$ cat src/rtl/regfile_sb.sv
// regfile_sb: parametrised register file with write-to-read bypass,
// per-register pending scoreboard and a sequential clear engine.
module regfile_sb #(
    parameter int DATA_WIDTH = 16,
    parameter int ADDR_WIDTH = 3,
    parameter int ZERO_REG   = 1,
    parameter int BYPASS     = 1
) (
    input  logic                  clk,
    input  logic                  rst,
    input  logic [ADDR_WIDTH-1:0] rs1,
    input  logic [ADDR_WIDTH-1:0] rs2,
    output logic [DATA_WIDTH-1:0] r1,
    output logic [DATA_WIDTH-1:0] r2,
    output logic                  rs1_busy,
    output logic                  rs2_busy,
    input  logic                  wr_en,
    input  logic [ADDR_WIDTH-1:0] rd,
    input  logic [DATA_WIDTH-1:0] d_in,
    input  logic                  iss_en,
    input  logic [ADDR_WIDTH-1:0] iss_rd,
    input  logic                  clr_req,
    output logic                  clr_busy,
    output logic                  any_pending
);
    localparam int DEPTH = 2 ** ADDR_WIDTH;

    typedef enum logic {IDLE, CLEAR} state_t;

    state_t                state;
    logic [ADDR_WIDTH-1:0] idx;
    logic [DATA_WIDTH-1:0] mem [DEPTH];
    logic [DEPTH-1:0]      pend;
    logic                  we, ie, z1, z2, b1, b2;

    assign we = wr_en && state == IDLE && !(ZERO_REG != 0 && rd == '0);
    assign ie = iss_en && state == IDLE && !(ZERO_REG != 0 && iss_rd == '0);

    // Zero register dominates the bypass; bypass only while writes are accepted.
    assign z1 = ZERO_REG != 0 && rs1 == '0;
    assign z2 = ZERO_REG != 0 && rs2 == '0;
    assign b1 = BYPASS != 0 && wr_en && state == IDLE && rd == rs1;
    assign b2 = BYPASS != 0 && wr_en && state == IDLE && rd == rs2;

    assign r1          = z1 ? '0 : b1 ? d_in : mem[rs1];
    assign r2          = z2 ? '0 : b2 ? d_in : mem[rs2];
    assign rs1_busy    = !z1 && !b1 && pend[rs1];
    assign rs2_busy    = !z2 && !b2 && pend[rs2];
    assign any_pending = |pend;

    always_ff @(posedge clk) begin
        if (rst) begin
            state    <= IDLE;
            idx      <= '0;
            clr_busy <= 1'b0;
            pend     <= '0;
            for (int i = 0; i < DEPTH; i++) mem[i] <= '0;
        end else if (state == CLEAR) begin
            mem[idx]  <= '0;
            pend[idx] <= 1'b0;
            idx       <= idx + 1'b1;
            if (&idx) begin
                state    <= IDLE;
                clr_busy <= 1'b0;
            end
        end else begin
            if (we) begin
                mem[rd]  <= d_in;
                pend[rd] <= 1'b0;
            end
            // Issue is applied after the write so a same-index issue wins.
            if (ie) pend[iss_rd] <= 1'b1;
            if (clr_req) begin
                state    <= CLEAR;
                idx      <= '0;
                clr_busy <= 1'b1;
            end
        end
    end
endmodule

$ cat config.mk
export PLATFORM = sky130hd
export DESIGN_NAME = regfile_sb
export DESIGN_NICKNAME = d
export VERILOG_FILES = /design/src/rtl/regfile_sb.sv
export SDC_FILE = /design/constraint.sdc
export NUM_CORES = 1
export LEC_CHECK = 0
export BUFFER_PORTS_ARGS = -buffer_cell sky130_fd_sc_hd__buf_2
export CORE_UTILIZATION = 55
export CTS_CLUSTER_SIZE = 24
export DETAILED_ROUTE_END_ITERATION = 7
export GPL_TIMING_DRIVEN = 1
export MAX_ROUTING_LAYER = met4
export PLACE_DENSITY = 0.74
export SKIP_LAST_GASP = 1
export SYNTH_ARGS = -nofsm -noshare
export SYNTH_HDL_FRONTEND = slang
export SYNTH_SLANG_ARGS = --single-unit
$ cat constraint.sdc
create_clock -name clk -period 2.7 [get_ports clk]
set_input_delay 0.27 -clock clk [delete_from_list [all_inputs] [get_ports clk]]
set_output_delay 0.27 -clock clk [all_outputs]
set_load 0.01 [all_outputs]
# == After elaboration in Yosys (flattened, before gate mapping) ==
# Memory sizes are Yosys's and may differ from the RTL's.
# Index checks and enable logic that the tools add are counted.
# classes
bitwise_logic,6
reduce_logical,29
add_sub_neg,1
magnitude_cmp,8
n_mux,42
eq_ne,3
# op_table
op,n
$mux W16,6
$mux W8,5
$reduce_or A16 Y1,2
$mux W1,22
$lt A3 B4 Y1 const B,5
$and A8 B8 Y8,2
$not A8 Y8,2
$logic_and A1 B1 Y1,13
$logic_not A3 Y1,4
$mux W3,4
$demux W1 S3,3
$ge A3 B1 Y1 const B,3
$or A8 B8 Y8,1
$reduce_or A8 Y1,1
$bmux W1 S3,2
$eq A3 B3 Y1,2
$logic_not A1 Y1,6
$add A3 B1 Y3 const B,1
$reduce_and A3 Y1,1
$ne A2 B1 Y1 const B,1
$reduce_and A2 Y1,1
$reduce_bool A2 Y1,1
$not A1 Y1,1
# word_totals
wordCells,94
output_inout_bits,36
ff_bits,13
ram_bits,128
memories,1
input_bits,33
# mem_list
name,depth,word_bits,rd,rd_clocked_by_memory_dff,wr,line_no,text
mem,8,16,2,0,8,32,logic [DATA_WIDTH-1:0] mem [DEPTH];

# == Longest topological paths before layout ==
# depth
word_depth,12
ltp_mapped,7
mapped_depth_nobuf,5

# == Worst setup path after synthesis ==
# Ideal clock, no wire load.
# synth_timing
path_kind,input to register
from,input port rd[1]
to,"memory mem[3][0], enable pin"
setup_ps,392
slack_ps,94
t_arrival_ps,2214
path_buffers,2
cell_stages,6
path_cell_list,buf_2 or2_4 o21ai_4 mux2_4 buf_2 o21bai_1
# synth_lines
item,line_no,text
"start, declared",18,"input logic [ADDR_WIDTH-1:0] rd,"
"end, declared",32,

# == Worst setup path in the final report ==
# layout_timing
from,register state
to,output port r1[8]
# layout_via
elab_chain_len,5
# layout_rtl
item,line_no,text
"start, declared",30,state_t state;
"start signal, assigned",53,state <= IDLE;
"start signal, assigned",63,state <= IDLE;
"start signal, assigned",74,state <= CLEAR;
$not A1 Y1,42,assign b1 = BYPASS != 0 && wr_en && state == IDLE && rd == rs1;
$logic_and A1 B1 Y1 (2 in a row),42,
$mux W16 (2 in a row),45,assign r1 = z1 ? '0 : b1 ? d_in : mem[rs1];
"end, declared",13,"output logic [DATA_WIDTH-1:0] r1,"
# No other way between the ends.

==> metrics <==
Peak supply drop roughly 0.45 mV; Req. time, crit path 2.43 ns; Post-CTS Setup Bufs 0; Worst setup SP type register; vias after detailed routing 6336; share of cells above drive strength 1 26.53%; crit path DAT 2.31 ns; Async SR Flop Fraction 0%; Area Overhead vs Synth 15.71%; vias in the first global route 6282; period utilization a little over nine tenths; clock skew 0.006541 ns; Worst-Margin Slew a little over 0.7 ns; die height 122.6 um; ANT cells 0; Final #Nets just under 800; Post-Synthesis Cell Area ~0.0080 mm^2; detailed placement HPWL 15.68 mm; final max-slew violation count 0; CTS Hold Buffers Added 0; Die ar. between 0.015 and 0.02 mm^2; DR vias/cell around 6.8; crit-path leading delay family simple AND/OR/NAND/NOR gates; # IOs 69; Die X-Extent approximately 120 um; port bufs 68; Hold Path Class in2reg; reg2reg start state; row count 43; H-tree Lvls 4; commonest register cell after synthesis edfxtp_1; initial drt markers 863; worst reg-to-reg path cell count 5; PostCTS Resize Cnt 0; Final setup viols 0; register area share after synthesis 51.27%; average wire per standard cell 24.54 um; number of buffers created by CTS 17; antenna-violating nets left 0; CP max-delay cell or4_1; PwrDens 623.3 mW/mm^2; Post-Route WL about 23 mm; met3 wire length 2.451 mm; placer congestion estimate roughly 0.94; GRT Total Usage 33.45%; outcome completed; cells along the critical path nand2b_4, or4_1, buf_4, nor2_1, nor3_1, buf_2; hold_sp iss_rd[0]; initial antenna violation count 0; CTS clock-pin slew for the worst setup and hold paths 0.06 ns; Pre-Repair DR Iteration Count 6; r2r endpoint mem[4][1]; CP max stage delay between 0.5 and 0.6 ns; Yosys reg bits 141; # fillers 1037; critical path peak fanout 17; max-cap violations 0; unrepaired setup endpoints after global routing false; CTS tree yes; CP Class reg2out; DRC errors left 0; fmax roughly 0.39 GHz; Rel. slew slack 51.42%; Setup crit end kind primary output; cells after synthesis 658; Clock Latency Late Sink approximately 0.43 ns; Met1 Routed Length 8.967 mm; Leak 3.333 nW; core region area 0.01404 mm^2; met2 WL post-DR ~11 mm; Synth cell types 44; Synth Area per Inst 12.17 um^2; instance count on the critical path 6; CTS Buffer Depth 2; largest net degree at the start of global routing 41; Worst Setup SP state; Tmin final 2.580 ns; Final Total Pwr 5.773 mW; clock root cell clkbuf_16; grt ovf 0; flop-to-flop setup slack about 0.33 ns; final hold vios 0; Max Used Layer met4; Starting Density 57.01%; fin util 65.96%; clock tree sinks 141; final setup TNS 0 ns; count of buffer and inverter cells on the critical path 2; number of synthesized flops with an enable pin 128; yosys warns 0; first-pass GRT wire length between 30 and 40 mm; Worst setup endpoint r1[8]
-- area by class of cell --
type | instances | area (um^2) | area share (%)
Tap cell | 180 | 225.2 | 2.431
Sequential cell | 141 | 4104 | 44.31
Clock buffer | 25 | 495.5 | 5.349
Clock inverter | 7 | 112.6 | 1.216
Multi-Input combinational cell | 468 | 3640 | 39.29
Timing Repair Buffer | 109 | 685.7 | 7.402
-- through the flow --
stage / std cells / hold slack (ns) / instance area, um^2 / setup WS (ns)
3_3_place_gp: 898 / 0.4709 / 8655 / 0.4297
6_report: 930 / 0.1438 / 9263 / 0.1205
2_1_floorplan: 673 / 0.4219 / 8061 / 0.09358
4_1_cts: 930 / 0.1384 / 9263 / 0.1398
5_1_grt: 930 / 0.1752 / 9263 / 0.04805
3_5_place_dp: 898 / 0.4882 / 8655 / 0.3730
-- where the power goes --
group | internal, mW | total (mW) | switching (mW)
Clock | 1.55 | 2.42 | 0.876
Sequential | 2.47 | 2.54 | 0.0605
Combinational | 0.319 | 0.816 | 0.497
Total | 4.34 | 5.77 | 1.43
-- synth_stat cells (3+ instances only) --
cell type | number | share of area [%]
nor2b_1 | 4 | 0.31
a21oi_1 | 12 | 0.75
nor2_1 | 39 | 1.8
nand3b_1 | 3 | 0.28
mux2_4 | 3 | 0.56
nand2b_1 | 8 | 0.63
or2_2 | 3 | 0.23
o221ai_1 | 5 | 0.55
nor3b_1 | 4 | 0.38
o21bai_1 | 8 | 0.75
xor2_1 | 6 | 0.66
a211oi_1 | 30 | 2.8
dfxtp_1 | 13 | 3.3
o22ai_1 | 32 | 2.5
nor3_1 | 136 | 8.5
edfxtp_1 | 128 | 48
buf_2 | 39 | 2.4
buf_6 | 4 | 0.56
nor3_2 | 8 | 1.0
nand2_1 | 23 | 1.1
mux2i_1 | 64 | 8.0
clkbuf_1 | 21 | 0.98
mux4_2 | 38 | 11
-- worst min-delay path, cell delays in order --
cell	delay [ns]
buf_2	0.13
nand3_1	0.07
a21oi_1	0.06
-- how the worst min path moves through the flow --
stage / to / slack, ns / cells past startpoint
2_1_floorplan: pend[5] / 0.42 / 2
3_3_place_gp: pend[0] / 0.47 / 2
3_5_place_dp: pend[0] / 0.49 / 2
4_1_cts: pend[7] / 0.14 / 3
5_1_grt: pend[7] / 0.18 / 3
6_report: pend[7] / 0.14 / 3
-- layout by cell type (no fill, tap or decap), types with 3 or more instances in the layout --
master / Yosys / final
clkbuf_8: 0 / 4
clkinv_2: 0 / 3
edfxtp_1: 128 / 128
nand2b_1: 8 / 8
mux2i_1: 64 / 64
buf_4: 0 / 38
o22ai_1: 32 / 32
a21oi_1: 12 / 12
xor2_1: 6 / 6
dfxtp_1: 13 / 13
nor3_1: 136 / 136
conb_1: 1 / 16
mux4_2: 38 / 38
clkbuf_16: 0 / 17
nand2_1: 23 / 23
buf_2: 39 / 68
nor2b_1: 4 / 4
o21bai_1: 8 / 8
nor2_1: 39 / 39
clkbuf_1: 21 / 4
or2_2: 3 / 3
nor3_2: 8 / 8
o221ai_1: 5 / 5
buf_12: 0 / 3
nand3b_1: 3 / 3
bufinv_16: 0 / 3
a211oi_1: 30 / 30
nor3b_1: 4 / 4
mux2_4: 3 / 3
-- per-layer routing --
metal	vias to the layer above	GRT usage (%)
met4	0	15.17
met2	434	50.07
met3	70	6.552
met5	-	-
met1	3085	44.25
li1	2747	-
-- flip-flops by register name, indices dropped and copies added, names as in the netlist --
| name | count |
|---|---|
| clr_busy | 1 |
| idx | 3 |
| mem | 128 |
| pend | 8 |
| state | 1 |
-- cells by family (layout without fill, tap and decap cells) --
group / count (synthesis) / after routing / synth area share (%)
flops: 141 / 141 / 51.27
simple gates: 242 / 242 / 15.99
xor+xnor: 6 / 6 / 0.6565
mux: 106 / 106 / 19.43
compound gates: 96 / 96 / 8.315
other cells: 1 / 16 / 0.04684
buf+inv: 64 / 141 / 3.986
fa+ha+maj: 2 / 2 / 0.3125
Note: power is estimated with default switching activity, not from simulation.
